### src/rtl/fifo_8_16_pkg.sv
// Shared sizes and types for the 8-entry, 16-bit first-word-fall-through FIFO.
package fifo_8_16_pkg;
    localparam int WIDTH   = 16;
    localparam int DEPTH   = 8;
    localparam int PTR_W   = 3;
    localparam int COUNT_W = 4;

    typedef logic [WIDTH-1:0]   word_t;
    typedef logic [PTR_W-1:0]   ptr_t;
    typedef logic [COUNT_W-1:0] count_t;
endpackage

### src/rtl/fifo_8_16_if.sv
// Producer/consumer handshake bundle for fifo_8_16; slave is the FIFO side.
interface fifo_8_16_if;
    import fifo_8_16_pkg::*;

    word_t  in_data;
    logic   in_valid;
    logic   in_ready;
    word_t  out_data;
    logic   out_valid;
    logic   out_ready;
    count_t count;

    modport slave (
        input  in_data, in_valid, out_ready,
        output in_ready, out_data, out_valid, count
    );

    modport master (
        output in_data, in_valid, out_ready,
        input  in_ready, out_data, out_valid, count
    );
endinterface

### src/rtl/dmux_8_way.sv
// Routes a single bit to one of eight outputs; all other outputs stay low.
module dmux_8_way
    import fifo_8_16_pkg::*;
(
    input  logic       i_in,
    input  ptr_t       i_sel,
    output logic [7:0] o_out
);
    always_comb begin
        o_out = 8'b0;
        o_out[i_sel] = i_in;
    end
endmodule

### src/rtl/mux_8_way_16.sv
// Eight-input, 16-bit combinational selector used as the FIFO read path.
module mux_8_way_16
    import fifo_8_16_pkg::*;
(
    input  word_t i_a,
    input  word_t i_b,
    input  word_t i_c,
    input  word_t i_d,
    input  word_t i_e,
    input  word_t i_f,
    input  word_t i_g,
    input  word_t i_h,
    input  ptr_t  i_sel,
    output word_t o_out
);
    always_comb begin
        o_out = i_a;
        case (i_sel)
            3'd0: o_out = i_a;
            3'd1: o_out = i_b;
            3'd2: o_out = i_c;
            3'd3: o_out = i_d;
            3'd4: o_out = i_e;
            3'd5: o_out = i_f;
            3'd6: o_out = i_g;
            3'd7: o_out = i_h;
            default: o_out = i_a;
        endcase
    end
endmodule

### src/rtl/fifo_8_16.sv
// 8x16 first-word-fall-through FIFO; full/empty are derived only from the
// occupancy counter so the independently wrapping pointers may be equal either way.
module fifo_8_16
    import fifo_8_16_pkg::*;
(
    input  logic          clk,
    input  logic          reset_n,
    fifo_8_16_if.slave    bus
);
    word_t      r_mem [DEPTH];
    ptr_t       r_wrPtr;
    ptr_t       r_rdPtr;
    count_t     r_count;

    logic       w_inReady;
    logic       w_outValid;
    logic       w_push;
    logic       w_pop;
    logic [7:0] w_loadEn;
    word_t      w_head;

    assign w_inReady  = (r_count != count_t'(DEPTH));
    assign w_outValid = (r_count != '0);
    assign w_push     = bus.in_valid & w_inReady;
    assign w_pop      = w_outValid & bus.out_ready;

    dmux_8_way u_loadDecode (
        .i_in  (w_push),
        .i_sel (r_wrPtr),
        .o_out (w_loadEn)
    );

    always_ff @(posedge clk or negedge reset_n) begin
        if (!reset_n) begin
            for (int i = 0; i < DEPTH; i++) r_mem[i] <= '0;
        end else begin
            for (int i = 0; i < DEPTH; i++) begin
                if (w_loadEn[i]) r_mem[i] <= bus.in_data;
            end
        end
    end

    always_ff @(posedge clk or negedge reset_n) begin
        if (!reset_n) begin
            r_wrPtr <= '0;
            r_rdPtr <= '0;
            r_count <= '0;
        end else begin
            if (w_push) r_wrPtr <= r_wrPtr + 1'b1;
            if (w_pop)  r_rdPtr <= r_rdPtr + 1'b1;
            case ({w_push, w_pop})
                2'b10:   r_count <= r_count + 1'b1;
                2'b01:   r_count <= r_count - 1'b1;
                default: r_count <= r_count;
            endcase
        end
    end

    mux_8_way_16 u_readMux (
        .i_a   (r_mem[0]),
        .i_b   (r_mem[1]),
        .i_c   (r_mem[2]),
        .i_d   (r_mem[3]),
        .i_e   (r_mem[4]),
        .i_f   (r_mem[5]),
        .i_g   (r_mem[6]),
        .i_h   (r_mem[7]),
        .i_sel (r_rdPtr),
        .o_out (w_head)
    );

    assign bus.in_ready  = w_inReady;
    assign bus.out_valid = w_outValid;
    assign bus.out_data  = w_head;
    assign bus.count     = r_count;
endmodule

### src/flat_wrapper.sv
// flat-port wrapper written by rule: the top's interface ports become plain ports
module fifo_8_16_flat import fifo_8_16_pkg::*;
  (clk, reset_n, bus_in_data, bus_in_valid, bus_out_ready, bus_in_ready, bus_out_data, bus_out_valid, bus_count);
  fifo_8_16_if bus_i ();
  input  logic clk;
  input  logic reset_n;
  input wire logic [$bits(bus_i.in_data)-1:0] bus_in_data;
  input wire logic [$bits(bus_i.in_valid)-1:0] bus_in_valid;
  input wire logic [$bits(bus_i.out_ready)-1:0] bus_out_ready;
  output wire logic [$bits(bus_i.in_ready)-1:0] bus_in_ready;
  output wire logic [$bits(bus_i.out_data)-1:0] bus_out_data;
  output wire logic [$bits(bus_i.out_valid)-1:0] bus_out_valid;
  output wire logic [$bits(bus_i.count)-1:0] bus_count;
  assign bus_i.in_data = bus_in_data;
  assign bus_i.in_valid = bus_in_valid;
  assign bus_i.out_ready = bus_out_ready;
  assign bus_in_ready = bus_i.in_ready;
  assign bus_out_data = bus_i.out_data;
  assign bus_out_valid = bus_i.out_valid;
  assign bus_count = bus_i.count;
  fifo_8_16 u_core (.clk(clk), .reset_n(reset_n), .bus(bus_i));
endmodule
### config.mk
export PLATFORM = sky130hd
export DESIGN_NAME = fifo_8_16_flat
export DESIGN_NICKNAME = d
export VERILOG_FILES = /design/src/rtl/fifo_8_16_pkg.sv /design/src/rtl/fifo_8_16_if.sv /design/src/rtl/dmux_8_way.sv /design/src/rtl/mux_8_way_16.sv /design/src/rtl/fifo_8_16.sv /design/src/flat_wrapper.sv
export SDC_FILE = /design/constraint.sdc
export NUM_CORES = 1
export LEC_CHECK = 0
export BUFFER_PORTS_ARGS = -buffer_cell sky130_fd_sc_hd__buf_2
export CELL_PAD_IN_SITES_DETAIL_PLACEMENT = 1
export CELL_PAD_IN_SITES_GLOBAL_PLACEMENT = 2
export CORE_MARGIN = 5
export CORE_UTILIZATION = 40
export DETAILED_ROUTE_END_ITERATION = 8
export GPL_ROUTABILITY_DRIVEN = 0
export PLACE_DENSITY_LB_ADDON = 0.3
export RECOVER_POWER = 25
export SLEW_MARGIN = 25
export SYNTH_ARGS = -nofsm -noshare
export SYNTH_HDL_FRONTEND = slang
export SYNTH_HIERARCHICAL = 1
export SYNTH_SLANG_ARGS = --single-unit
### constraint.sdc
create_clock -name clk -period 3.55 [get_ports clk]
set_input_delay 0.355 -clock clk [delete_from_list [all_inputs] [get_ports clk]]
set_output_delay 0.355 -clock clk [all_outputs]
set_load 0.01 [all_outputs]
# Yosys cells after proc, flatten, opt, wreduce, memory -nomap -nowiden
# Cells that the tools add are included.
# word_totals
regBits,138
latchBits,0
ramBits,0
mem_bits_ro,0
inputBits,20
output_inout_bits,22
memories,0
# classes
add_sub_neg,4
mul,0
n_div,0
magnitude_cmp,2
eq_ne,10
shifts,0
muxes,4
n_bitwise,3
reduce_logical,4
# op_table
op,count
$pmux W16 S8,1
$eq A3 B3 Y1 const B,4
$and A8 B8 Y8,1
$pmux W4 S2,1
$add A3 B1 Y3 const B,2
$eq A3 B2 Y1 const B,2
$add A4 B1 Y4 const B,1
$lt A3 B4 Y1 const B,1
$ne A4 B4 Y1 const B,1
$reduce_bool A4 Y1,1
$sub A4 B1 Y4 const B,1
$demux W1 S3,1
$eq A3 B1 Y1 const B,1
$ge A3 B1 Y1 const B,1
$logic_not A3 Y1,1
$and A1 B1 Y1,2
$eq A2 B1 Y1 const B,1
$eq A2 B2 Y1 const B,1
$reduce_bool A2 Y1,1
$logic_and A1 B1 Y1,1
$mux W1,1

# Depth between registers and ports, before layout
# Gate-level depths: netlist of the first run.
# depth
word_depth,5
ltp_mapped,8
mapped_depth_nobuf,8

# Cells and area by module
# The synthesis of the first run kept the hierarchy.
# by_module_without_submodules
module,instances,cells_per_inst,area_per_inst_um2
fifo_8_16,1,324,5316.3
mux_8_way_16,1,177,1114.8
dmux_8_way,1,8,96.3

# Least setup slack after synthesis of the first run
# No wires, ideal clock.
# synth_path
path_kind,register to register
from,register u_core.r_count[0] (netlist: u_core/bus.count[0])
to,register u_core.r_count[3] (netlist: u_core/bus.count[3])
arrival_time_ns,2.467
setup_slack_ns,0.949
path_stages_with_launch,9
path_buffers,0
synth_period_minus_slack_ns,2.601
cell_sequence,dfrtp_1 or4_4 nand2_2 inv_1 ha_1 ha_1 or4b_1 o311ai_0 o211ai_1
# synth_via
elab_chain_len,4
elab_cells_between_ends,10
classes_between,add/sub: 2; eq/ne: 3; mux: 1; bitwise: 2; reduce/logical: 2
# synth_lines
element,line,rtl
"start, declared",fifo_8_16.sv:13,count_t r_count;
"start signal, assigned",fifo_8_16.sv:52,2'b10: r_count <= r_count + 1'b1;
"start signal, assigned",fifo_8_16.sv:53,2'b01: r_count <= r_count - 1'b1;
"start signal, assigned",fifo_8_16.sv:54,default: r_count <= r_count;
$reduce_bool A4 Y1 (*),fifo_8_16.sv:23,assign w_outValid = (r_count != '0);
net bus_out_valid,flat_wrapper.sv:12,output wire logic [$bits(bus_i.out_valid)-1:0] bus_out_valid;
$and A1 B1 Y1 (*),fifo_8_16.sv:25,assign w_pop = w_outValid & bus.out_ready;
net u_core.w_pop,fifo_8_16.sv:18,logic w_pop;
$eq A2 B1 Y1 or $eq A2 B2 Y1 (tied branches),fifo_8_16.sv:51,"case ({w_push, w_pop})"
$pmux W4 S2 or $reduce_bool A2 Y1 (tied branches),n/a,
# Mark *: on every way through the listed nets, which the timed path passes. The rest lies on a longest branch.
# A chain may end at the register's enable or synchronous reset.

# Worst setup path in the final report of the first run
# layout_path
from,register u_core.r_rdPtr[0]
to,output bus_out_data[9]
# layout_via
elab_chain_len,2
elab_cells_between_ends,9
classes_between,eq/ne: 7; mux: 1; reduce/logical: 1
# layout_lines
element,line,rtl
"start, declared",fifo_8_16.sv:12,ptr_t r_rdPtr;
"start signal, assigned",fifo_8_16.sv:50,if (w_pop) r_rdPtr <= r_rdPtr + 1'b1;
$eq A3 B3 Y1 (tied with other cells),mux_8_way_16.sv:18,case (i_sel)
$pmux W16 S8 (*),mux_8_way_16.sv:18,
"end, declared",flat_wrapper.sv:11,output wire logic [$bits(bus_i.out_data)-1:0] bus_out_data;
# Mark *: on every way between the ends. The rest lies on a longest branch, timed or not.

==> reports/qor.yml, run 1 <==
worst_setup_path:
  crit_buf_inv: 2
  start_kind: "flop"
  worst_path_max_delay_cell: "and2_1"
  r2r_slack_ns: 0.82
  crit_family: "simple AND/OR/NAND/NOR gates"
  crit_path_max_fanout: 14
  required_ns: 3.19
  crit_start: "u_core/r_rdPtr[0]$_DFFE_PN0P_"
  crit_chain: "buf_4, nor2b_4, and2_1, a22oi_1, a31oi_1, buf_2"
  path_depth: 6
  reg2reg_from: "u_core/bus.count[0]$_DFFE_PN0P_"
  worstSetupPathType: "flop to output pin"
  slowest_delay_ns: 0.59
  cp-end-kind: "output pin"
  worst-r2r-cell-count: 8
  crit_arrival_ns: 2.68
place:
  dp_slack_ns: 0.821
  portBuffers: 41
  hpwl_um: 10300
  dpl-instance-area_um2: 6900
  dpl.cell_count: 743
synth:
  async_reset_ff_frac: 1.00
  netlist_instances: 509
  synth_edf_count: 0
  syn_area_per_cell_um2: 12.8
  yosysMostFrequentCell: "dfrtp_1"
  synth_commonest_cells: "dfrtp_1 (138), mux2_2 (130), a22oi_1 (23)"
  ys_warn_count: 6
  synthFlopType: "dfrtp_1"
  ys_top_cells_by_area: "dfrtp_1 (53%), mux2_2 (22%), a22oi_1 (2.6%)"
  ys_ff_latch: 138
  yosysTopAreaCellShare: 0.529
  synthDistinctLibCells: 46
  synth_area_leader_cell: "dfrtp_1"
  syn-num-nets: 535
  netlist_area_um2: 6530
  yosysSeqAreaShare: 0.529
sta:
  relSlewSlack: -0.824
  finalMaxSlewViolations: 109
  worst_pin_slew_ns: 2.74
  setup-violations-final: 0
  finalSetupTns_ns: 0
  clock.fmax_mhz: 329
  finalHoldViolCount: 0
  rsz0062_at_grt: "no"
  setup_ws_ns: 0.514
  whs_ns: 0.223
  period_needed_ns: 3.04
  fin_skew_ns: 0.00737
  period_share: 0.855
clock_network:
  cts_hold_buf: 0
  worst_skew_pair.late_latency_ns: 0.43
  cts_tree: "done"
  numCtsBuffers: 17
  post_cts_buffers: 0
  h-tree-depth: 4
  path_clk_slew_ns: 0.05
  cts_num_sinks: 138
  cts-resized-gates: 0
  clk_path_buf_depth: 2
  clock-root-buffer: "clkbuf_16"
grt:
  first_global_vias: 4793
  grt-ovfl-total: 0
  grt_antenna_before_repair: 0
  grt_pass1_wl_um: 27000
  grtUsageTotal: 0.191
  grt_max_degree: 109
floorplan:
  dieArea_um2: 19000
  fp-row-count: 46
  die_h_um: 138
  io_pins: 42
  core-area_um2: 15900
  die_w_um: 138
  start_util: 0.409
layout:
  n_antenna_cell: 0
  final-seq-area_um2: 3450
  drive_above_1_share: 0.417
  multi_input_area_um2: 2840
  fin_area_um2: 7550
  fillCellCount: 1687
  nets: 572
  utilization: 0.474
  syn_to_final_growth_pct: 15.7
  final_cells: 775
drt:
  viasPerCell: 5.49
  drtAntennaViolNets: 0
  first_pass_iters: 4
  vias: 4252
  drt_iter0_drc: 188
  wl_um: 16600
  drc: 0
  wl_per_cell_um: 21.4
hold_path:
  hold_path_startpoint: "bus_out_ready"
  min_path_cells: 3
  hold_path.class: "primary input to flop"
outcome:
  violations: "max-capacitance violations, max-slew violations"
  status: "finished with violations"
pwr:
  finalPower_mw: 7.93
  peakVddDrop_v: 0.000415
  p_per_area_nw_per_um2: 1050
  p_leak_nw: 3.23
run:
  max-cap-violations: 1
registers in the layout (all words and copies together), names as in the netlist:
name              count
u_core/r_mem        128
u_core/r_wrPtr        3
u_core/bus.count      4
u_core/r_rdPtr        3
power breakdown:
group | switching [mW] | internal, mW | total [mW]
logic | 1.52 | 1.52 | 3.03
registers | 0.537 | 2.38 | 2.92
clock network | 0.677 | 1.30 | 1.97
total | 2.73 | 5.20 | 7.93
final cells by class:
class / count / share of cell area
Clock buffer: 20 / 0.0618
Clock inverter: 12 / 0.0257
Multi-Input combinational cell: 327 / 0.376
Timing Repair Buffer: 53 / 0.0391
Tap cell: 216 / 0.0358
Sequential cell: 138 / 0.457
Inverter: 9 / 0.00447
per-layer routing:
| metal | track usage | routed length [um] | vias up |
|---|---|---|---|
| met1 | 0.239 | 7190 | 2237 |
| met5 | 0 | 0 | - |
| met3 | 0.0442 | 589 | 30 |
| li1 | - | - | 1908 |
| met2 | 0.324 | 8540 | 77 |
| met4 | 0.0648 | 302 | 0 |
tightest hold or removal path: stages:
cell,delay (ns)
buf_2,0.11
nand3_1,0.08
xnor2_1,0.06
cells by family (layout without fill, tap and decap cells):
family,after synthesis,in the layout,synth area share
AOI/OAI and AO/OA,74,74,0.0740
xor gates and xnor gates,6,6,0.00805
adders and majority gates,6,6,0.0127
buffers and inverters,44,94,0.0374
DFF,138,138,0.529
muxes,148,148,0.253
and+or+nand+nor,93,93,0.0861
final timing paths:
kind,to
setup / recovery,bus_out_data[9]
hold / removal,u_core/r_rdPtr[2]$_DFFE_PN0P_
setup reg to reg,u_core/bus.count[3]$_DFFE_PN0P_
hold reg to reg,u_core/r_mem[82]$_DFFE_PN0P_
max in group asynchronous,u_core/r_rdPtr[1]$_DFFE_PN0P_
min in group asynchronous,u_core/r_mem[62]$_DFFE_PN0P_
placed cells by master, fill, tap and decap left out, types with 5 or more instances in the layout:
cell type,n
buf_2,40
a31oi_1,12
inv_1,9
buf_4,12
clkbuf_16,17
a22oi_1,23
mux2i_1,16
nand3_1,15
bufinv_16,5
dfrtp_1,137
a21oi_1,14
mux2_2,130
nor2_1,20
ha_1,5
o21ai_0,14
nand2_1,16
xnor2_1,5
nand2b_1,15
No activity file was read; power rests on OpenSTA's default activity.
==> inputs of run 2 (changes only) <==
--- a/config.mk
+++ b/config.mk
@@ -5,11 +5,13 @@
 export SDC_FILE = /design/constraint.sdc
 export NUM_CORES = 1
 export LEC_CHECK = 0
+export ABC_AREA = 1
 export BUFFER_PORTS_ARGS = -buffer_cell sky130_fd_sc_hd__buf_2
 export CELL_PAD_IN_SITES_DETAIL_PLACEMENT = 1
 export CELL_PAD_IN_SITES_GLOBAL_PLACEMENT = 2
 export CORE_MARGIN = 5
 export CORE_UTILIZATION = 40
+export CTS_CLUSTER_SIZE = 20
 export DETAILED_ROUTE_END_ITERATION = 8
 export GPL_ROUTABILITY_DRIVEN = 0
 export PLACE_DENSITY_LB_ADDON = 0.3
==> reports/qor.yml, run 2 <==
floorplan:
  start_util: 0.403  # was 0.409
  die_h_um: 144  # was 138 um
  fp-row-count: 49  # was 46
  dieArea_um2: 20800  # was 19000 um2
  die_w_um: 144  # was 138 um
  core-area_um2: 17900  # was 15900 um2
  io_pins: 42  # unchanged
pwr:
  power_frac_comb: 0.412  # was 0.383
  p_per_area_nw_per_um2: 1010  # was 1050 nW/um2
  clkPwrFrac: 0.216  # was 0.249
  intPower_mw: 5.01  # was 5.20 mW
  peakVddDrop_v: 0.000436  # was 0.000415 V
  p_sw_mw: 3.00  # was 2.73 mW
  swShare: 0.374  # was 0.344
  p_seq_frac: 0.372  # was 0.368
  p_leak_nw: 3.77  # was 3.23 nW
worst_setup_path:
  cpMostUsedCell: "nor2_1"
  start_kind: "flop"  # unchanged
  cp-end-kind: "output pin"  # unchanged
  crit_buf_inv: 2  # unchanged
  rr_endpoint: "u_core/r_mem[40]$_DFFE_PN0P_"  # was u_core/bus.count[3]$_DFFE_PN0P_
  path_depth: 6  # unchanged
  crit_path_max_fanout: 33  # was 14
  required_ns: 3.19  # about the same
  reg2reg_from: "u_core/bus.count[0]$_DFFE_PN0P_"  # unchanged
  crit_family: "flip-flops"  # was simple AND/OR/NAND/NOR gates
  worst-r2r-cell-count: 8  # unchanged
  crit_start: "u_core/r_rdPtr[0]$_DFFE_PN0P_"  # unchanged
  worstSetupPathType: "flop to output pin"  # unchanged
  worst_path_max_delay_cell: "dfrtp_2"  # was and2_1
  slowest_delay_ns: 0.81  # was 0.59 ns
  crit_chain: "inv_2, nand3_4, nor2_1, nor2_1, nand3_1, buf_2"  # was buf_4, nor2b_4, and2_1, a22oi_1, a31oi_1, buf_2
  r2r_slack_ns: 1.36  # was 0.82 ns
  crit_arrival_ns: 2.48  # was 2.68 ns
outcome:
  status: "finished with violations"  # unchanged
  violations: "max-capacitance violations, max-slew violations"  # unchanged
synth:
  yosysTopAreaCellShare: 0.478  # was 0.529
  synth_edf_count: 0  # unchanged
  syn-num-nets: 653  # was 535
  syn_area_per_cell_um2: 11.5  # was 12.8 um2
  synthFlopType: "dfrtp_1"  # unchanged
  synth_area_leader_cell: "dfrtp_1"  # unchanged
  ys_warn_count: 6  # unchanged
  ys_ff_latch: 138  # unchanged
  ys_top_cells_by_area: "dfrtp_1 (48%), mux2_4 (17%), mux2_2 (7.5%)"  # was dfrtp_1 (53%), mux2_2 (22%), a22oi_1 (2.6%)
  yosysSeqAreaShare: 0.478  # was 0.529
  netlist_instances: 627  # was 509
  yosysMostFrequentCell: "dfrtp_1"  # unchanged
  synth_commonest_cells: "dfrtp_1 (138), nand2_1 (89), mux2_4 (80)"  # was dfrtp_1 (138), mux2_2 (130), a22oi_1 (23)
  synthDistinctLibCells: 28  # was 46
  netlist_area_um2: 7220  # was 6530 um2
  async_reset_ff_frac: 1.00  # unchanged
sta:
  setup-violations-final: 0  # unchanged
  rsz0062_at_grt: "no"  # unchanged
  worst_pin_slew_ns: 2.14  # was 2.74 ns
  finalHoldViolCount: 0  # unchanged
  finalSetupTns_ns: 0  # unchanged
  clock.fmax_mhz: 352  # was 329 MHz
  relSlewSlack: -0.430  # was -0.824
  finalMaxSlewViolations: 83  # was 109
  period_share: 0.799  # was 0.855
  period_needed_ns: 2.84  # was 3.04 ns
  fin_skew_ns: 0.00971  # was 0.00737 ns
layout:
  drive_above_1_share: 0.353  # was 0.417
  largest_register_ffs: 128  # unchanged
  utilization: 0.445  # was 0.474
  nets: 684  # was 572
  final_common_cell: "dfrtp_1"  # unchanged
  final_cells: 898  # was 775
  final_cell_mix: "dfrtp_1 (135), nand2_1 (89), mux2_4 (80)"  # was dfrtp_1 (137), mux2_2 (130), buf_2 (40)
  regMostFlops: "u_core/r_mem"  # unchanged
  n_antenna_cell: 0  # unchanged
  syn_to_final_growth_pct: 10.3  # was 15.7%
drt:
  vias: 4906  # was 4252
  first_pass_iters: 5  # was 4
  wl_um: 19600  # was 16600 um
  drt_iter0_drc: 223  # was 188
  wl_per_cell_um: 21.8  # was 21.4 um
  drtAntennaViolNets: 0  # unchanged
  drc: 0  # unchanged
  viasPerCell: 5.46  # was 5.49
clock_network:
  clock-root-buffer: "clkbuf_16"  # unchanged
  worst_skew_pair.late_latency_ns: 0.43  # about the same
  path_clk_slew_ns: 0.06  # was 0.05 ns
  cts_hold_buf: 0  # unchanged
  cts-resized-gates: 0  # unchanged
  cts_num_sinks: 138  # unchanged
  post_cts_buffers: 0  # unchanged
  clk_path_buf_depth: 2  # unchanged
  cts_tree: "done"  # unchanged
  h-tree-depth: 4  # unchanged
  numCtsBuffers: 17  # unchanged
place:
  dpl.cell_count: 868  # was 743
  hpwl_um: 12500  # was 10300 um
  portBuffers: 41  # unchanged
grt:
  grt_antenna_before_repair: 0  # unchanged
  grt_pass1_wl_um: 31300  # was 27000 um
  grt_max_degree: 83  # was 109
  first_global_vias: 5379  # was 4793
  grt-ovfl-total: 0  # unchanged
  grtUsageTotal: 0.198  # was 0.191
hold_path:
  hold-path-endpoint: "u_core/r_rdPtr[1]$_DFFE_PN0P_"  # was u_core/r_rdPtr[2]$_DFFE_PN0P_
  min_path_cells: 4  # was 3
  hold_path_startpoint: "bus_out_ready"  # unchanged
  hold_path.class: "primary input to flop"  # unchanged
run:
  max-cap-violations: 1  # unchanged
-- run 2: how the worst max path moves through the flow --
stage and end:
5_1_grt bus_out_data[1], 6_report bus_out_data[6], 4_1_cts bus_out_data[6], 2_1_floorplan u_core/bus.count[3]$_DFFE_PN0P_
3_5_place_dp bus_out_data[6], 3_3_place_gp bus_out_data[14]
-- run 2: kinds of logic (layout without fill, tap and decap cells) --
group,count (synthesis),count (layout),share of synthesized area
and+or+nand+nor,270,270,0.181
DFF,138,138,0.478
muxes,128,128,0.241
buffers and inverters,75,117,0.0786
adders and majority gates,6,6,0.0114
xor gates and xnor gates,6,6,0.00728
AOI/OAI and AO/OA,4,4,0.00277
-- run 2: power by group through the flow --
| stage | sequential [mW] | clock [mW] | combinational (mW) |
|---|---|---|---|
| global placement | 2.94 | 0 | 3.21 |
| CTS | 2.98 | 1.78 | 3.34 |
| global route | 3.08 | 1.85 | 3.58 |
| floorplan | 2.74 | 0 | 2.66 |
| detailed placement | 2.99 | 0 | 3.31 |
| finish | 2.98 | 1.73 | 3.30 |
-- run 2: routing by layer --
metal	up-vias	GRT usage	part of all wire	wire length (um)
met5	-	0	0	0
met4	0	0.0712	0.011	218
met3	14	0.0321	0.043	852
met2	92	0.327	0.50	9750
met1	2574	0.264	0.45	8790
li1	2226	-	-	-
-- run 2: through the flow --
step	instance area, um2	total power, mW	hold slack (ns)	worst slack (ns)
after detailed placement	7410	6.31	0.468	1.12
after global placement	7410	6.16	0.465	1.00
after global routing	7970	8.50	0.259	0.562
final	7970	8.01	0.254	0.712
after CTS	7980	8.11	0.00336	0.621
after floorplan	7220	5.39	0.0594	1.58
-- run 2: cell type report --
| cell class | instances | area, um2 |
|---|---|---|
| clock buffer | 22 | 474 |
| inverter | 31 | 116 |
| sequential | 138 | 3460 |
| fill | 1970 | 9930 |
| multi-input combinational | 414 | 3220 |
| clock inverter | 8 | 95.1 |
| timing repair buffer | 56 | 318 |
| tap | 229 | 287 |
-- run 2: worst reg2reg max path, stage by stage, from the launching register on --
cell and delay [ns]:
dfrtp_1 0.47, nor2_4 0.06, nand3_2 0.09, nand2_4 0.08, inv_2 0.08, nand2_1 0.14
nor2_2 0.50, buf_4 0.33, mux2_4 0.33
==> inputs of run 3 (changes only) <==
==> constraint.sdc (replaced) <==
create_clock -name clk -period 2.7 [get_ports clk]
set_input_delay 0.27 -clock clk [delete_from_list [all_inputs] [get_ports clk]]
set_output_delay 0.27 -clock clk [all_outputs]
set_load 0.01 [all_outputs]
==> reports/qor.yml, run 3 (synthesis gave the netlist of run 2 again) <==
outcome:
  status: "finished with violations"  # unchanged
  violations: "max-capacitance violations, max-slew violations"  # unchanged
worst_setup_path:
  crit_family: "buffers and inverters"  # was flip-flops
  worst-r2r-cell-count: 8  # unchanged
  endpoint: "bus_out_data[5]"  # was bus_out_data[6]
  cpMostUsedCell: "buf_4"  # was nor2_1
  slowest_delay_ns: 0.46  # was 0.81 ns
  crit_path_max_fanout: 22  # was 33
  crit_chain: "buf_4, nor3_4, buf_4, nand2_1, nand3_1, buf_2"  # was inv_2, nand3_4, nor2_1, nor2_1, nand3_1, buf_2
  crit_buf_inv: 3  # was 2
  crit_arrival_ns: 2.25  # was 2.48 ns
  worst_path_max_delay_cell: "dfrtp_2"  # unchanged
  start_kind: "flop"  # unchanged
  required_ns: 2.43  # was 3.19 ns
  worstSetupPathType: "flop to output pin"  # unchanged
  rr_endpoint: "u_core/r_mem[125]$_DFFE_PN0P_"  # was u_core/r_mem[40]$_DFFE_PN0P_
  r2r_slack_ns: 0.34  # was 1.36 ns
  cp-end-kind: "output pin"  # unchanged
  reg2reg_from: "u_core/bus.count[2]$_DFFE_PN0P_"  # was u_core/bus.count[0]$_DFFE_PN0P_
  crit_start: "u_core/r_rdPtr[0]$_DFFE_PN0P_"  # unchanged
  path_depth: 6  # unchanged
place:
  dp_slack_ns: 0.480  # was 1.12 ns
  dpl-instance-area_um2: 7540  # was 7410 um2
  portBuffers: 41  # unchanged
  hpwl_um: 12700  # was 12500 um
grt:
  grt-ovfl-total: 0  # unchanged
  use_met3: 0.0397  # was 0.0321
  grt_max_degree: 85  # was 83
  first_global_vias: 5465  # was 5379
  gr-usage-met1: 0.275  # was 0.264
  grtUsageTotal: 0.205  # was 0.198
  grt_pass1_wl_um: 32200  # was 31300 um
  use_met2: 0.341  # was 0.327
  grt_antenna_before_repair: 0  # unchanged
  grt_busiest_layer: "met2"  # unchanged
clock_network:
  cts_num_sinks: 138  # unchanged
  cts_tree: "done"  # unchanged
  numCtsBuffers: 17  # unchanged
  clk_path_buf_depth: 2  # unchanged
  h-tree-depth: 4  # unchanged
  worst_skew_pair.late_latency_ns: 0.42  # was 0.43 ns
  clock-root-buffer: "clkbuf_16"  # unchanged
  post_cts_buffers: 0  # unchanged
  path_clk_slew_ns: 0.06  # about the same
drt:
  drtAntennaViolNets: 0  # unchanged
  viasPerCell: 5.39  # was 5.46
  vias: 4926  # was 4906
  wl_per_cell_um: 21.9  # was 21.8 um
  drc: 0  # unchanged
  wl_um: 20000  # was 19600 um
  drt_iter0_drc: 278  # was 223
  first_pass_iters: 5  # unchanged
layout:
  regMostFlops: "u_core/r_mem"  # unchanged
  final_common_cell: "dfrtp_1"  # unchanged
  drive_above_1_share: 0.362  # was 0.353
  n_antenna_cell: 0  # unchanged
  final_cell_mix: "dfrtp_1 (135), nand2_1 (91), mux2_4 (80)"  # was dfrtp_1 (135), nand2_1 (89), mux2_4 (80)
  nets: 698  # was 684
  fillCellCount: 1944  # was 1970
  syn_to_final_growth_pct: 13.3  # was 10.3%
  fin_area_um2: 8180  # was 7970 um2
  largest_register_ffs: 128  # unchanged
floorplan:
  fp-row-count: 49  # unchanged
  dieArea_um2: 20800  # unchanged
  core-area_um2: 17900  # unchanged
  die_h_um: 144  # unchanged
  start_util: 0.403  # unchanged
  io_pins: 42  # unchanged
  die_w_um: 144  # unchanged
sta:
  setup_ws_ns: 0.181  # was 0.712 ns
  period_share: 0.933
  worst_pin_slew_ns: 2.02  # was 2.14 ns
  rsz0062_at_grt: "no"  # unchanged
  clock.fmax_mhz: 397
  relSlewSlack: -0.347  # was -0.430
  finalSetupTns_ns: 0  # unchanged
  setup-violations-final: 0  # unchanged
  fin_skew_ns: 0.00676  # was 0.00971 ns
  period_needed_ns: 2.52
  finalMaxSlewViolations: 83  # unchanged
  whs_ns: 0.185  # was 0.254 ns
  finalHoldViolCount: 0  # unchanged
pwr:
  finalPower_mw: 11.1  # was 8.01 mW
  p_leak_nw: 3.89  # was 3.77 nW
  peakVddDrop_v: 0.000648  # was 0.000436 V
  p_per_area_nw_per_um2: 1350  # was 1010 nW/um2
hold_path:
  hold_path.class: "primary input to flop"  # unchanged
run:
  max-cap-violations: 1  # unchanged
## run 3: cell type report
class / count / area (um2) / share of cell area
clock buffer: 20 / 467 / 0.0570
clock inverter: 12 / 194 / 0.0237
inverter: 31 / 116 / 0.0142
multi-input combinational: 414 / 3200 / 0.391
sequential: 138 / 3460 / 0.422
tap: 229 / 287 / 0.0350
timing repair buffer: 70 / 463 / 0.0566
## run 3: routing by layer
| layer | wire, um | share of wire |
|---|---|---|
| met1 | 9110 | 0.45 |
| met2 | 9870 | 0.49 |
| met3 | 879 | 0.044 |
| met4 | 173 | 0.0086 |
| met5 | 0 | 0 |
## run 3: how the worst min path moves through the flow
stage                   startpoint                              end  slack, ns  cells after the start
floorplan                  reset_n  u_core/bus.count[0]$_DFFE_PN0P_      -0.03                      0
global placement           reset_n    u_core/r_mem[108]$_DFFE_PN0P_       0.40                      1
detailed placement         reset_n    u_core/r_mem[104]$_DFFE_PN0P_       0.41                      1
CTS                   bus_in_valid    u_core/r_wrPtr[0]$_DFFE_PN0P_       0.15                      3
global route        bus_in_data[0]     u_core/r_mem[32]$_DFFE_PN0P_       0.19                      2
finish              bus_in_data[0]     u_core/r_mem[48]$_DFFE_PN0P_       0.19                      2
## run 3: power breakdown
part / internal, mW / total (mW) / switching, mW
Clock: 1.71 / 2.62 / 0.910
Sequential: 3.12 / 3.82 / 0.700
Combinational: 2.18 / 4.65 / 2.47
Total: 7.00 / 11.1 / 4.08
## run 3: stage by stage
| stage | cells | utilization |
|---|---|---|
| 2_1_floorplan | 627 | - |
| 3_3_place_gp | 881 | 0.421 |
| 3_5_place_dp | 881 | 0.421 |
| 4_1_cts | 914 | 0.459 |
| 5_1_grt | 914 | 0.457 |
| 6_report | 914 | 0.457 |
## run 3: timing repair
item,4_1_cts,5_1_grt
endpoints found under the hold margin,82,0
setup endpoints to repair,0,0
hold buffers,1,0
gates resized for setup,0,0
